## config.mk

```make
export PLATFORM = sky130hd
export DESIGN_NAME = ps2_mouse_cmd_tx
export DESIGN_NICKNAME = d
export VERILOG_FILES = /design/src/rtl/ps2_mouse_cmd_tx.sv
export SDC_FILE = /design/constraint.sdc
export NUM_CORES = 1
export LEC_CHECK = 0
export BUFFER_PORTS_ARGS = -buffer_cell sky130_fd_sc_hd__buf_2
export CORE_ASPECT_RATIO = 1.5
export CORE_MARGIN = 2
export CORE_UTILIZATION = 38
export DETAILED_ROUTE_END_ITERATION = 7
export GPL_TIMING_DRIVEN = 0
export HOLD_SLACK_MARGIN = 0.12
export PLACE_DENSITY = 0.59
export SYNTH_ARGS = -nofsm -noshare
export SYNTH_HDL_FRONTEND = slang
export SYNTH_SLANG_ARGS = --single-unit
```

## constraint.sdc

```tcl
create_clock -name Clk -period 2.4 [get_ports Clk]
set_input_delay 0 -clock Clk [delete_from_list [all_inputs] [get_ports Clk]]
set_output_delay 0 -clock Clk [all_outputs]
set_load 0.03 [all_outputs]
```

## src/rtl/ps2_mouse_cmd_tx.sv

```systemverilog
// Host-to-device PS/2 command transmitter: inhibits the clock, issues
// request-to-send, shifts an 11-bit frame on device clock falls, checks ACK.
module ps2_mouse_cmd_tx #(
  parameter int unsigned INHIBIT_CYCLES = 5000,
  parameter int unsigned RTS_CYCLES     = 100,
  parameter int unsigned FILTER         = 8,
  parameter int unsigned TIMEOUT_CYCLES = 750000
) (
  input  logic       Clk,
  input  logic       Rst,
  input  logic [7:0] Tx_Data,
  input  logic       Tx_Start,
  output logic       Busy,
  output logic       Done,
  output logic       Error,
  input  logic       Ps2_Clk_In,
  output logic       Ps2_Clk_Oe,
  input  logic       Ps2_Data_In,
  output logic       Ps2_Data_Oe
);
  localparam int CW = 20;
  localparam logic [CW-1:0] INHIBIT_LAST = CW'(INHIBIT_CYCLES - 1);
  localparam logic [CW-1:0] RTS_LAST     = CW'(RTS_CYCLES - 1);
  localparam logic [CW-1:0] FILTER_LAST  = CW'(FILTER - 1);
  localparam logic [CW-1:0] TIMEOUT_LAST = CW'(TIMEOUT_CYCLES - 1);

  typedef enum logic [2:0] {
    S_IDLE, S_INHIBIT, S_RTS, S_SEND, S_ACK, S_WAIT_REL, S_FAIL
  } state_t;

  // bit 0 = clock pad, bit 1 = data pad
  logic [1:0]    meta_reg, sync_reg;
  logic          clk_s, data_s;
  logic          filt_reg, fall_reg;
  logic [CW-1:0] filt_cnt_reg;

  state_t        state_reg, state_next;
  logic [CW-1:0] cnt_reg, cnt_next;
  logic [3:0]    idx_reg, idx_next;
  logic [9:0]    frame_reg, frame_next;
  logic          busy_reg, busy_next;
  logic          done_reg, done_next;
  logic          error_reg, error_next;
  logic          clk_oe_reg, clk_oe_next;
  logic          data_oe_reg, data_oe_next;
  logic          timeout;

  always_ff @(posedge Clk or posedge Rst) begin
    if (Rst) begin
      meta_reg <= 2'b11;
      sync_reg <= 2'b11;
    end else begin
      meta_reg <= {Ps2_Data_In, Ps2_Clk_In};
      sync_reg <= meta_reg;
    end
  end

  assign clk_s  = sync_reg[0];
  assign data_s = sync_reg[1];

  // Level only moves after FILTER consecutive samples that disagree with it.
  always_ff @(posedge Clk or posedge Rst) begin
    if (Rst) begin
      filt_reg     <= 1'b1;
      filt_cnt_reg <= '0;
      fall_reg     <= 1'b0;
    end else begin
      fall_reg <= 1'b0;
      if (clk_s == filt_reg) begin
        filt_cnt_reg <= '0;
      end else if (filt_cnt_reg == FILTER_LAST) begin
        filt_reg     <= clk_s;
        filt_cnt_reg <= '0;
        fall_reg     <= ~clk_s;
      end else begin
        filt_cnt_reg <= filt_cnt_reg + 1'b1;
      end
    end
  end

  always_ff @(posedge Clk or posedge Rst) begin
    if (Rst) begin
      state_reg   <= S_IDLE;
      cnt_reg     <= '0;
      idx_reg     <= '0;
      frame_reg   <= '0;
      busy_reg    <= 1'b0;
      done_reg    <= 1'b0;
      error_reg   <= 1'b0;
      clk_oe_reg  <= 1'b0;
      data_oe_reg <= 1'b0;
    end else begin
      state_reg   <= state_next;
      cnt_reg     <= cnt_next;
      idx_reg     <= idx_next;
      frame_reg   <= frame_next;
      busy_reg    <= busy_next;
      done_reg    <= done_next;
      error_reg   <= error_next;
      clk_oe_reg  <= clk_oe_next;
      data_oe_reg <= data_oe_next;
    end
  end

  always_comb begin
    state_next   = state_reg;
    cnt_next     = cnt_reg + 1'b1;
    idx_next     = idx_reg;
    frame_next   = frame_reg;
    data_oe_next = data_oe_reg;
    done_next    = 1'b0;
    error_next   = 1'b0;
    timeout      = (cnt_reg == TIMEOUT_LAST);
    case (state_reg)
      S_IDLE: begin
        cnt_next     = '0;
        data_oe_next = 1'b0;
        if (Tx_Start) begin
          state_next = S_INHIBIT;
          frame_next = {1'b1, ~^Tx_Data, Tx_Data};
        end
      end
      S_INHIBIT: begin
        if (cnt_reg == INHIBIT_LAST) begin
          state_next   = S_RTS;
          cnt_next     = '0;
          data_oe_next = 1'b1;
        end
      end
      S_RTS: begin
        if (cnt_reg == RTS_LAST) begin
          state_next = S_SEND;
          cnt_next   = '0;
          idx_next   = '0;
        end
      end
      S_SEND: begin
        if (timeout) begin
          state_next = S_FAIL;
        end else if (fall_reg) begin
          data_oe_next = ~frame_reg[idx_reg];
          idx_next     = idx_reg + 4'd1;
          if (idx_reg == 4'd9) state_next = S_ACK;
        end
      end
      S_ACK: begin
        if (timeout)       state_next = S_FAIL;
        else if (fall_reg) state_next = data_s ? S_FAIL : S_WAIT_REL;
      end
      S_WAIT_REL: begin
        if (timeout) begin
          state_next = S_FAIL;
        end else if (filt_reg && data_s) begin
          state_next = S_IDLE;
          done_next  = 1'b1;
        end
      end
      S_FAIL:  state_next = S_IDLE;
      default: state_next = S_IDLE;
    endcase
    if (state_next == S_FAIL) begin
      error_next   = 1'b1;
      data_oe_next = 1'b0;
    end
    busy_next   = (state_next != S_IDLE) && (state_next != S_FAIL);
    clk_oe_next = (state_next == S_INHIBIT) || (state_next == S_RTS);
  end

  assign Busy        = busy_reg;
  assign Done        = done_reg;
  assign Error       = error_reg;
  assign Ps2_Clk_Oe  = clk_oe_reg;
  assign Ps2_Data_Oe = data_oe_reg;
endmodule

```

# Word-level counts from Yosys, hierarchy flattened

Index checks and enable logic that the tools add are counted.
Widths: inputs -> output; s select.

Register bits: 68
Input bits: 13
Word-level logic and storage cells: 88

Add/sub/neg operators: 3
Order comparisons: 1
Equal/unequal tests: 21
Muxes and demuxes: 34
Bitwise operators: 3
Reduce and logical (&&, ||, !) cells: 12

Operators by type and width:

| operator              | count |
|---|---|
| $mux 20               | 4 |
| $pmux 20 s3           | 1 |
| $add 20x1->20 const B | 2 |
| $mux 3                | 10 |
| $eq 20x13->1 const B  | 1 |
| $eq 20x20->1 const B  | 1 |
| $eq 20x3->1 const B   | 1 |
| $eq 20x7->1 const B   | 1 |
| $pmux 3 s6            | 1 |
| $mux 4                | 3 |
| $ne 3x3->1 const B    | 4 |
| $mux 1                | 11 |
| $eq 3x2->1 const B    | 3 |
| $eq 3x3->1 const B    | 3 |
| $pmux 4 s2            | 1 |
| $reduce_and 4->1      | 2 |
| $reduce_xnor 8->1     | 1 |
| $eq 3x1->1 const B    | 2 |
| $ne 2x2->1 const B    | 3 |
| $lt 4x5->1 const B    | 1 |
| $add 4x1->4 const B   | 1 |
| $bmux 1 s4            | 1 |
| $eq 4x4->1 const B    | 1 |
| $reduce_and 2->1      | 2 |
| 10 further kinds      | 13 |

# Logic depth before layout (Yosys ltp)

Gate-level depths: netlist of run 1.

Depth in word-level cells: 8
Mapped depth: 9
Mapped depth without buffers: 7

# Least setup slack after synthesis of run 1

No wires, ideal clock.

Path type: register to register
Start: reg cnt_reg[11]
End: reg clk_oe_reg (netlist: Ps2_Clk_Oe)
Library setup time: 111 ps
Data arrival time: 2,096 ps
Required time: 2,289 ps
Path slack: 193 ps
Cell stages (with the launch flop): 7
Clock period less this slack: 2,207 ps
Path through: dfrtp_1 or4_4 nor4_4 and3_1 a2bb2oi_2 and2_4 a2111oi_2

Cells in the longest elaborated chain, start to end: 5

RTL lines:

| element                                    | line | text |
|---|---|---|
| start: declaration                         | 38   | `logic [CW-1:0] cnt_reg, cnt_next;` |
| start signal: assignment                   | 94   | `cnt_reg <= cnt_next;` |
| $eq 20x20->1, or another cell as far along | 113  | `timeout = (cnt_reg == TIMEOUT_LAST);` |
| $mux 3, on equally long branches           | -    |  |
| $pmux 3 s6 (*)                             | 114  | `case (state_reg)` |
| $eq 3x1->1 or $eq 3x2->1 (tied branches)   | 166  | `clk_oe_next = (state_next == S_INHIBIT) \|\| (state_next == S_RTS);` |
| $logic_or 1x1->1 (*)                       | 166  |  |
| net clk_oe_next                            | 44   | `logic clk_oe_reg, clk_oe_next;` |
| end signal: assignment                     | 100  | `clk_oe_reg <= clk_oe_next;` |
| end: declaration                           | 44   |  |

The timed path passes the listed nets; every way through them passes the cells marked *.
A chain may end at the register's enable or synchronous reset.

# Final worst setup path of run 1

Ends and elaborated chain as after synthesis.

==> metrics.sh, run 1 <==
ANTENNA_CELLS_INSERTED=0
CLKTRANSATPATHREGS_NS=0.05
AREA.GROWTH.SYNTH_TO_FINAL_PCT=20.0
FIN_SKEW_NS=0.00343
SYNTHESIS.YOSYS.WARNINGS=0
SYNTHTOPCELLSBYAREA='dfrtp_1 (47%), xor2_1 (6.2%), nor2_1 (5.7%), xnor2_1 (4.9%), dfstp_2 (3.9%)'
FIN_AREA_MM2=0.00404
YOSYSMOSTFREQUENTCELL='dfrtp_1'
FINAL_PERIOD_MINUS_WORST_SETUP_SLACK_NS=2.33
DRC=0
WORST_HOLD_SLACK_NS=0.138
FLOORPLAN.DIE_AREA_MM2=0.00964
GRT_START_MAX_NET_PINS=69
VIA_PER_INST=5.14
CTS_ROOT_BUFFER='clkbuf_16'
RSZ0062_AT_GRT='true'
GRT_PASS1_WL_UM=11900
FINAL_NETS=380
TRITONCTS='yes'
SYN_NETS=337
SYNTHESIS.INSTANCES=320
CP.ARRIVAL_NS=2.54
COMB_POWER_SHARE_PCT=7.6
NUMBER_OF_TOP_LEVEL_PINS=18
GLOBALROUTEMET2UTIL_PCT=26.0
BUFS_ON_LONGEST_CLOCK_PATH=2
HTREE_LEVELS=3
POWER-PER-CELL-AREA_mW_PER_MM2=664
POWER.SHARE.SWITCHING_PCT=22.8
WORSTPATHREQUIRED_NS=2.61
SEQPWRFRAC_PCT=45.3
NUMPORTBUFFERS=17
DP_HPWL_UM=4630
MAX_SLEW_MARGIN_PCT=45.3
SYNTH_COMMON_CELLS='dfrtp_1 (63), nor2_1 (51), xor2_1 (24), nand2_1 (19), xnor2_1 (19)'
CLOCK_LATENCY_ON_THE_WORST_SKEW_PAIR_NS=0.33
P_INT_mW=2.07
BUSIEST_LAYER='met2'
OVERALL_TRACK_DEMAND_OVER_CAPACITY_IN_GLOBAL_ROUTING_PCT=16.1
PLACE.GP.CONGESTION=0.818
MOST_USED_FLIP_FLOP_CELL_AFTER_SYNTHESIS='dfrtp_1'
P_CLK_SHARE_PCT=47.1
SYNTHARSTFLOPSHARE_PCT=100
POST_DRT_ANTENNA_NETS=0
RUN_STATUS='completed'
DRT_PRE_ANTENNA_ITERS=4
ROUTED-VIA-COUNT=2459
ENDPOINT_KIND='flop'
LEAKAGE_DISSIPATION_nW=1.77
PEAKVDDDROP_V=0.000393
POST-LAYOUT-TOTAL-POWER_mW=2.68
FINAL_MAX_SLEW_VIOL_COUNT=0
YOSYS.AREA.TOP_TYPE='dfrtp_1'
GRT_ANTENNA_BEFORE_REPAIR=0
PATH_MAX_FANOUT=7
CLOCK_TREE_SINKS=68
MAXCLOCKFREQUENCY_GHz=0.430
AVGSYNTHCELLAREA_UM2=10.5
SYNTH_SEQ_AREA_SHARE_PCT=50.8
INITIAL_CORE_UTIL_PCT=38.6
CTS_BUFFERS=9
SYNTH_TOP_AREA_SHARE_PCT=46.9
FLOORPLAN.CORE_AREA_MM2=0.00872
WORSTMARGINPINSLEW_NS=0.821
DRT-INITIAL-DRC-COUNT=75
POST_SYNTH_INSTANCE_AREA_MM2=0.00336
SETUP_VIOL=0
SYNTH.FF_LATCH_COUNT=68
LAYOUT_CELL_SHARE_WITH_DRIVE_STRENGTH_BEYOND_1_PCT=19.6
TNS_NS=0
PLACED_AREA_MM2=0.00359
DIE_Y_UM=119
GRTUSAGEMET3_PCT=3.33
DIE-WIDTH_UM=80.8
MAX-CAP-VIOLATIONS=0
DP_SLACK_NS=-0.0499
DETAIL_ROUTE.WIRELENGTH_UM=6670
GRT_UTIL_MET1_PCT=19.1
CRIT_TYPE='reg2reg'
VIAS_IN_THE_FIRST_GLOBAL_ROUTE=2631
STD_CELL_ROWS=42
CRIT_PATH_START_KIND='flop'
LAYOUT_WORST_PATH_CYCLE_SHARE_PCT=96.9
FIN_WS_NS=0.0744
SYNTHDISTINCTLIBCELLS=52
SYNTH-EDFF-COUNT=0
DRT_WL_CELL_UM=14.0
GRT-OVFL-TOTAL=0
TIMING.FINAL.HOLD_VIOLATIONS=0
NETSW_uW=612
HOLD_PATH_CLASS='in2reg'
-- logic make-up (layout without fill, tap and decap cells) --
| group | after synthesis | count (layout) | share of synthesized area (%) |
|---|---|---|---|
| and+or+nand+nor | 151 | 151 | 24.1 |
| xor gates and xnor gates | 43 | 43 | 11.2 |
| buffers and inverters | 15 | 63 | 1.75 |
| adders and majority gates | 4 | 4 | 1.49 |
| DFF | 68 | 68 | 50.8 |
| AOI/OAI and AO/OA | 24 | 24 | 5.13 |
| muxes | 15 | 15 | 5.62 |
-- cells in the final DEF (no fill, tap or decap), types with 3 or more instances in the layout --
master and count:
inv_1 7, mux2_2 11, nand2_1 19, and3_1 7, buf_4 6, a21oi_1 9, nand3_1 17, dfrtp_1 63
nand2b_1 6, nand4_1 10, nor4_1 5, clkbuf_1 5, xor2_1 24, ha_1 4, xnor2_1 19, nor3_1 8
clkbuf_16 9, o21ai_0 4, or2_2 3, clkinv_2 3, nor2_1 50, nor2b_1 3, or3_1 3, dlygate4sd3_1 11
buf_2 17, dfstp_2 5
-- per-layer routing --
| layer | up-vias | part of all wire (%) |
|---|---|---|
| li1 | 1198 | - |
| met4 | 0 | 3.1 |
| met3 | 17 | 2.2 |
| met5 | - | 0 |
| met2 | 34 | 52 |
| met1 | 1210 | 42 |
-- critical path, cell delays in order, from the launching register on --
cell	delay (ns)
dfrtp_1	0.40
or4_4	0.57
nor4_4	0.25
buf_4	0.19
nand2_2	0.06
a31o_1	0.27
and2_4	0.16
a2111oi_2	0.31
-- power by group through the flow --
stage	Sequential, mW	Clock, mW	Combinational (mW)
2_1_floorplan	1.23	0	0.141
5_1_grt	1.22	1.35	0.231
4_1_cts	1.22	1.29	0.207
6_report	1.21	1.26	0.203
3_5_place_dp	1.24	0	0.194
3_3_place_gp	1.23	0	0.190
-- worst paths after layout --
check                      cells after the start           end  slack [ns]   startpoint
setup / recovery                               7    Ps2_Clk_Oe        0.07  cnt_reg[11]
hold / removal                                 4  state_reg[0]        0.14     Tx_Start
setup reg to reg                               7    Ps2_Clk_Oe        0.07  cnt_reg[11]
hold reg to reg                                0   sync_reg[1]        0.36  meta_reg[1]
max in group asynchronous                      3  frame_reg[7]        1.47          Rst
min in group asynchronous                      3    Ps2_Clk_Oe        0.41          Rst
-- final cells by class --
| cell class | count | area (µm²) |
|---|---|---|
| buffer | 7 | 35.0 |
| clock buffer | 11 | 233 |
| clock inverter | 5 | 52.6 |
| fill | 880 | 4690 |
| inverter | 8 | 32.5 |
| multi-input combinational | 237 | 1610 |
| sequential | 68 | 1710 |
| tap | 110 | 138 |
| timing repair buffer | 32 | 225 |
-- stage by stage --
step | instances | utilization, %
detailed placement | 447 | 41.2
floorplan | 320 | -
CTS | 474 | 45.8
finish | 478 | 46.3
global placement | 447 | 41.1
global route | 478 | 46.3
-- repair_timing --
action                                  in CTS  in global routing
buffers inserted                             0                  4
endpoints found under the setup margin      23                 35
pin swaps                                    1                  3
resized for setup                            2                  6
hold buffers                                11                  0
hold endpoints to repair                    73                  0
(Power assumes the default switching activity.)
==> inputs of run 2 (changes only) <==
--- a/config.mk
+++ b/config.mk
@@ -9,10 +9,12 @@
 export CORE_ASPECT_RATIO = 1.5
 export CORE_MARGIN = 2
 export CORE_UTILIZATION = 38
+export CTS_CLUSTER_DIAMETER = 80
 export DETAILED_ROUTE_END_ITERATION = 7
 export GPL_TIMING_DRIVEN = 0
 export HOLD_SLACK_MARGIN = 0.12
 export PLACE_DENSITY = 0.59
+export SETUP_SLACK_MARGIN = 0.2
 export SYNTH_ARGS = -nofsm -noshare
 export SYNTH_HDL_FRONTEND = slang
 export SYNTH_SLANG_ARGS = --single-unit
==> run 2 against run 1 <==
Effect of this change:
- sequential cell count unchanged
- wire length increased by 2.1%
- die area is the same
- largest power group unchanged
- register-to-register slack gained 0.13 ns
- critical path type unchanged
- highest routed layer unchanged
- first-iteration DRC count is 40% higher
==> metrics.sh, run 2 (same netlist as run 1, synthesis figures left out) <==
RUN_STATUS='completed'  # unchanged
CRIT_TYPE='reg2reg'  # unchanged
ROUTED-VIA-COUNT=2481  # was 2459
TIMING.FINAL.HOLD_VIOLATIONS=0  # unchanged
DRT_PRE_ANTENNA_ITERS=4  # unchanged
WORSTMARGINPINSLEW_NS=0.826  # was 0.821 ns
GRT_PASS1_WL_UM=11600  # was 11900 µm
FLOORPLAN.CORE_AREA_MM2=0.00872  # unchanged
VIA_PER_INST=5.13  # was 5.14
PLACE.GP.CONGESTION=0.764  # was 0.818
FINAL_NETS=386  # was 380
LEAKAGE_DISSIPATION_nW=1.83  # was 1.77 nW
SETUP_VIOL=0  # unchanged
GRT_ANTENNA_BEFORE_REPAIR=0  # unchanged
WORST_HOLD_PATH.ENDPOINT='meta_reg[1]'  # was state_reg[0]
INITIAL_CORE_UTIL_PCT=38.6  # unchanged
POWER-PER-CELL-AREA_mW_PER_MM2=675  # was 664 mW/mm²
OVERALL_TRACK_DEMAND_OVER_CAPACITY_IN_GLOBAL_ROUTING_PCT=15.7  # was 16.1%
HOLD_PATH_CLASS='in2reg'  # unchanged
GRT_START_MAX_NET_PINS=69  # unchanged
MOST_FREQUENT_STANDARD_CELL_IN_THE_LAYOUT_EXCLUDING_FILL_AND_TAP_CELLS='dfrtp_1'  # unchanged
PATH_MAX_FANOUT=5  # was 7
DETAIL_ROUTE.WIRELENGTH_UM=6810  # was 6670 µm
CTS_ROOT_BUFFER='clkbuf_16'  # unchanged
CTS_BUFFERS=9  # unchanged
DP_SLACK_NS=-0.0859  # was -0.0499 ns
LAYOUT_WORST_PATH_CYCLE_SHARE_PCT=91.5  # was 96.9%
LAYOUT_CELL_SHARE_WITH_DRIVE_STRENGTH_BEYOND_1_PCT=22.5  # was 19.6%
FINAL_PERIOD_MINUS_WORST_SETUP_SLACK_NS=2.20  # was 2.33 ns
FIN_WS_NS=0.203  # was 0.0744 ns
ANTENNA_CELLS_INSERTED=0  # unchanged
WORSTPATHREQUIRED_NS=2.62  # was 2.61 ns
R2R.WORST_PATH.CELLS=6  # was 7
CRIT_PATH_START_KIND='flop'  # unchanged
MAXCLOCKFREQUENCY_GHz=0.455  # was 0.430 GHz
NUMPORTBUFFERS=17  # unchanged
FIN_SKEW_NS=0.00667  # was 0.00343 ns
LAYOUT.CELLS.MOST_COMMON_LIST='dfrtp_1 (63), nor2_1 (50), xor2_1 (24), nand2_1 (19), xnor2_1 (19)'  # unchanged
BUFS_ON_LONGEST_CLOCK_PATH=2  # unchanged
RSZ0062_AT_GRT='true'  # unchanged
HTREE_LEVELS=3  # unchanged
TNS_NS=0  # unchanged
CRIT-REG2REG-LAUNCH='cnt_reg[17]'  # was cnt_reg[11]
AREA.GROWTH.SYNTH_TO_FINAL_PCT=23.6  # was 20.0%
MIN_FROM='Ps2_Data_In'  # was Tx_Start
MAX_SLEW_MARGIN_PCT=44.9  # was 45.3%
CLKTRANSATPATHREGS_NS=0.05  # about the same
NUMBER_OF_TOP_LEVEL_PINS=18  # unchanged
WORSTREG2REGEND='Ps2_Clk_Oe'  # unchanged
DP_HPWL_UM=4530  # was 4630 µm
UTILIZATION_OF_THE_CORE_AFTER_ROUTING_PCT=47.7  # was 46.3%
CP.ARRIVAL_NS=2.41  # was 2.54 ns
PEAKVDDDROP_V=0.000478  # was 0.000393 V
DRC=0  # unchanged
POST_DRT_ANTENNA_NETS=0  # unchanged
HOLDPATHSTAGES=2  # was 4
DRT-INITIAL-DRC-COUNT=105  # was 75
STD_CELL_ROWS=42  # unchanged
CLOCK_LATENCY_ON_THE_WORST_SKEW_PAIR_NS=0.33  # about the same
ENDPOINT_KIND='flop'  # unchanged
DRT_WL_CELL_UM=14.1  # was 14.0 µm
DIE_Y_UM=119  # unchanged
CLOCK_TREE_SINKS=68  # unchanged
TRITONCTS='yes'  # unchanged
FINAL_MAX_SLEW_VIOL_COUNT=0  # unchanged
RRSETUPSLACK_NS=0.20  # was 0.07 ns
DIE-WIDTH_UM=80.8  # unchanged
FLOORPLAN.DIE_AREA_MM2=0.00964  # unchanged
GRT-OVFL-TOTAL=0  # unchanged
MAX-CAP-VIOLATIONS=0  # unchanged
VIAS_IN_THE_FIRST_GLOBAL_ROUTE=2613  # was 2631
-- run 2: what timing repair did --
action | CTS | global route
buffers inserted | 4 | 6
endpoints found under the setup margin | 39 | 38
pin swaps | 2 | 6
resized for setup | 7 | 5
hold endpoints to repair | 74 | 0
hold buffers | 12 | 0
-- run 2: through the flow --
step                cells  instance area [µm²]  hold slack [ns]  power [mW]
finish                484                 4160            0.318        2.81
global route          484                 4160            0.307        2.92
CTS                   479                 4090            0.303        2.85
detailed placement    447                 3590            0.108        1.43
global placement      447                 3590            0.107        1.42
floorplan             320                 3360          0.00448        1.37
-- run 2: critical path: stages, from the launching register on --
cell	delay (ns)
dfrtp_1	0.43
or4_1	0.54
nor3_2	0.20
nand4_1	0.25
nor2_4	0.23
nor4b_4	0.09
a2111oi_4	0.35
-- run 2: how the worst max path moves through the flow --
stage,startpoint,endpoint,slack [ns],cells after the start
global placement,Rst,filt_cnt_reg[16],-0.15,2
finish,cnt_reg[17],Ps2_Clk_Oe,0.20,6
CTS,cnt_reg[0],Ps2_Clk_Oe,0.12,7
detailed placement,cnt_reg[16],Ps2_Clk_Oe,-0.09,6
global route,cnt_reg[16],Ps2_Clk_Oe,0.08,6
floorplan,cnt_reg[11],Ps2_Clk_Oe,0.31,6
-- run 2: final cells by class --
cell class,count,area (µm²)
fillers,826,4570
flip-flops and latches,68,1710
multi-input cells,237,1650
repair buffers,39,280
clock buffers,9,225
well taps,110,138
clock inverters,7,91.3
inverters,8,32.5
plain buffers,6,31.3
-- run 2: layer usage --
metal / vias to the layer above / routed length, µm / track usage [%]
met5: - / 0 / 0
met4: 0 / 99 / 6.89
met3: 6 / 178 / 4.24
met2: 28 / 3650 / 26.9
met1: 1234 / 2880 / 18.0
li1: 1213 / - / -
-- run 2: power breakdown --
part           internal [mW]  switching (mW)  leakage [nW]
registers               1.19          0.0303         0.900
logic                 0.0830           0.120         0.777
clock network          0.904           0.482         0.155
==> inputs of run 3 (changes only) <==
--- a/config.mk
+++ b/config.mk
@@ -11,8 +11,8 @@
 export CORE_UTILIZATION = 38
 export CTS_CLUSTER_DIAMETER = 80
 export DETAILED_ROUTE_END_ITERATION = 7
-export GPL_TIMING_DRIVEN = 0
 export HOLD_SLACK_MARGIN = 0.12
+export MAX_ROUTING_LAYER = met4
 export PLACE_DENSITY = 0.59
 export SETUP_SLACK_MARGIN = 0.2
 export SYNTH_ARGS = -nofsm -noshare
==> run 3 against run 2 <==
Effect of this change:
- final area shrank 0.72%
- first-iteration DRC count shrank 1.9%
- sequential share of layout area grew 0.33 points
- die area is the same
- via count is essentially flat
- sequential power is essentially flat
- critical endpoint unchanged
- highest routed layer unchanged
==> metrics.sh, run 3 (same netlist as run 1, synthesis figures left out) <==
RUN_STATUS='completed'  # unchanged
MULTI_INPUT_AREA_MM2=0.00164  # was 0.00165 mm²
POST_DRT_ANTENNA_NETS=0  # unchanged
INITIAL_CORE_UTIL_PCT=38.6  # unchanged
LAYOUT_CELL_SHARE_WITH_DRIVE_STRENGTH_BEYOND_1_PCT=23.9  # was 22.5%
NUMPORTBUFFERS=17  # unchanged
DP_HPWL_UM=4830  # was 4530 µm
STD_CELL_ROWS=42  # unchanged
BUFS_ON_LONGEST_CLOCK_PATH=2  # unchanged
CTS_ROOT_BUFFER='clkbuf_16'  # unchanged
TRITONCTS='yes'  # unchanged
RSZ0062_AT_GRT='true'  # unchanged
CP.ARRIVAL_NS=2.40  # was 2.41 ns
AREA.GROWTH.SYNTH_TO_FINAL_PCT=22.7  # was 23.6%
FLOORPLAN.CORE_AREA_MM2=0.00872  # unchanged
TIMING.FINAL.HOLD_VIOLATIONS=0  # unchanged
MOST_FREQUENT_STANDARD_CELL_IN_THE_LAYOUT_EXCLUDING_FILL_AND_TAP_CELLS='dfrtp_1'  # unchanged
DIE-WIDTH_UM=80.8  # unchanged
LAYOUT.CELLS.MOST_COMMON_LIST='dfrtp_1 (62), nor2_1 (50), xor2_1 (24), nand2_1 (19), xnor2_1 (19)'  # was dfrtp_1 (63), nor2_1 (50), xor2_1 (24), nand2_1 (19), xnor2_1 (19)
NUMBER_OF_TOP_LEVEL_PINS=18  # unchanged
CRITICAL_PATH.MAX_STAGE_DELAY_NS=0.55  # was 0.54 ns
P_INT_mW=1.98  # was 2.17 mW
PATH_MAX_FANOUT=3  # was 5
PLACE.GP.CONGESTION=0.825  # was 0.764
DIE_Y_UM=119  # unchanged
FIN_AREA_MM2=0.00413  # was 0.00416 mm²
LEAKAGE_DISSIPATION_nW=1.83  # about the same
FIN_SKEW_NS=0.00596  # was 0.00667 ns
SETUP_VIOL=0  # unchanged
NETSW_uW=613  # was 633 µW
DRT_WL_CELL_UM=14.4  # was 14.1 µm
DRT-INITIAL-DRC-COUNT=103  # was 105
GRT_ANTENNA_BEFORE_REPAIR=0  # unchanged
MAXCLOCKFREQUENCY_GHz=0.461  # was 0.455 GHz
CLOCK_LATENCY_ON_THE_WORST_SKEW_PAIR_NS=0.33  # about the same
PLACED_AREA_MM2=0.00363  # was 0.00359 mm²
ENDPOINT_KIND='flop'  # unchanged
CTS_BUFFERS=9  # unchanged
CLKTRANSATPATHREGS_NS=0.05  # about the same
MAX-CAP-VIOLATIONS=0  # unchanged
OVERALL_TRACK_DEMAND_OVER_CAPACITY_IN_GLOBAL_ROUTING_PCT=17.0  # was 15.7%
VIA_PER_INST=5.10  # was 5.13
MAX_STAGE_DELAY_CELL_WORST_PATH='or4_4'  # was or4_1
POWER-PER-CELL-AREA_mW_PER_MM2=629  # was 675 mW/mm²
STDCELL_COUNT=486  # was 484
ROUTED-VIA-COUNT=2479  # was 2481
DRT_PRE_ANTENNA_ITERS=4  # unchanged
PEAKVDDDROP_V=0.000448  # was 0.000478 V
FILLERS=855  # was 826
DETAIL_ROUTE.WIRELENGTH_UM=6990  # was 6810 µm
WORSTPATHCELLLIST='or4_4 -> nor3_4 -> nand4_1 -> nor2_2 -> nor4b_4 -> buf_4 -> a2111oi_4'  # was or4_1 -> nor3_2 -> nand4_1 -> nor2_4 -> nor4b_4 -> a2111oi_4
FLOORPLAN.DIE_AREA_MM2=0.00964  # unchanged
VIAS_IN_THE_FIRST_GLOBAL_ROUTE=2574  # was 2613
P_CLK_SHARE_PCT=45.7  # was 49.4%
COMB_POWER_SHARE_PCT=7.4  # was 7.2%
POWER.SHARE.SWITCHING_PCT=23.6  # was 22.5%
GRT-OVFL-TOTAL=0  # unchanged
FINAL_MAX_SLEW_VIOL_COUNT=0  # unchanged
GRT_PASS1_WL_UM=12200  # was 11600 µm
FINAL_PERIOD_MINUS_WORST_SETUP_SLACK_NS=2.17  # was 2.20 ns
SEQPWRFRAC_PCT=46.8  # was 43.3%
FINAL_NETS=388  # was 386
SEQCELLAREA_MM2=0.00171  # about the same
ANTENNA_CELLS_INSERTED=0  # unchanged
WORSTMARGINPINSLEW_NS=0.633  # was 0.826 ns
CRIT_PATH_START_KIND='flop'  # unchanged
WORST-PATH-BUF-INV=1  # was 0
LAYOUT_WORST_PATH_CYCLE_SHARE_PCT=90.5  # was 91.5%
WORSTPATHREQUIRED_NS=2.62  # about the same
HTREE_LEVELS=3  # unchanged
DRC=0  # unchanged
MAX_SLEW_MARGIN_PCT=57.5  # was 44.9%
CRIT_TYPE='reg2reg'  # unchanged
TNS_NS=0  # unchanged
DPL.CELL_COUNT=449  # was 447
CP_TOP_FAMILY='simple AND/OR/NAND/NOR gates'  # unchanged
GRT_START_MAX_NET_PINS=26  # was 69
CLOCK_TREE_SINKS=68  # unchanged
HOLD_PATH_CLASS='in2async'  # was in2reg
-- run 3: cell count changes in the layout (fill, tap and decap cells not counted), sizes merged --
cell	before	now
dlygate4sd3	12	11
bufinv	2	0
buf	31	36
-- run 3: worst paths after layout --
path	from	end	slack, ns	depth (start not counted)
worst max register to register	cnt_reg[16]	Ps2_Clk_Oe	0.23	7
min in group Clk	Ps2_Clk_In	meta_reg[0]	0.31	2
worst min-delay path	Rst	Ps2_Data_Oe	0.26	3
worst min register to register	meta_reg[1]	sync_reg[1]	0.35	0
max in group asynchronous	Rst	sync_reg[0]	1.40	4
worst max-delay path	cnt_reg[16]	Ps2_Clk_Oe	0.23	7
-- run 3: tightest hold or removal path, delay by kind of cell --
family | cells | cell delay (ns)
buffers and inverters | 3 | 1.03
-- run 3: stage by stage --
step	worst slack, ns	utilization (%)	hold WS (ns)	total power [mW]
2_1_floorplan	0.311	-	0.00448	1.37
3_3_place_gp	0.177	41.6	0.0612	1.42
3_5_place_dp	0.153	41.6	0.0711	1.42
4_1_cts	0.152	46.8	0.262	2.63
5_1_grt	0.157	47.3	0.323	2.70
6_report	0.229	47.3	0.256	2.60
-- run 3: power groups by stage --
stage	logic [mW]	clock network, mW	registers [mW]
floorplan	0.141	0	1.23
global placement	0.185	0	1.23
detailed placement	0.187	0	1.24
CTS	0.199	1.22	1.22
global route	0.221	1.26	1.22
finish	0.193	1.19	1.22
-- run 3: layout make-up --
type / count / share of cell area (%)
multi-input combinational: 237 / 39.6
inverter: 8 / 0.727
tap: 110 / 3.33
sequential: 68 / 41.4
clock buffer: 11 / 5.88
timing repair buffer: 47 / 8.37
clock inverter: 5 / 0.667
-- run 3: per-layer routing --
layer	GRT usage, %	wire length [µm]	vias up
li1	-	-	1215
met1	19.9	3010	1213
met2	27.0	3640	36
met3	3.56	172	15
met4	9.00	163	0
met5	-	0	-
-- run 3: what timing repair did --
item                                    CTS  global route
pin swaps                                 7             6
hold buffers                             11             0
buffers inserted                          6             4
endpoints found under the hold margin    33             0
resized for setup                         5             5
endpoints found under the setup margin   24            27
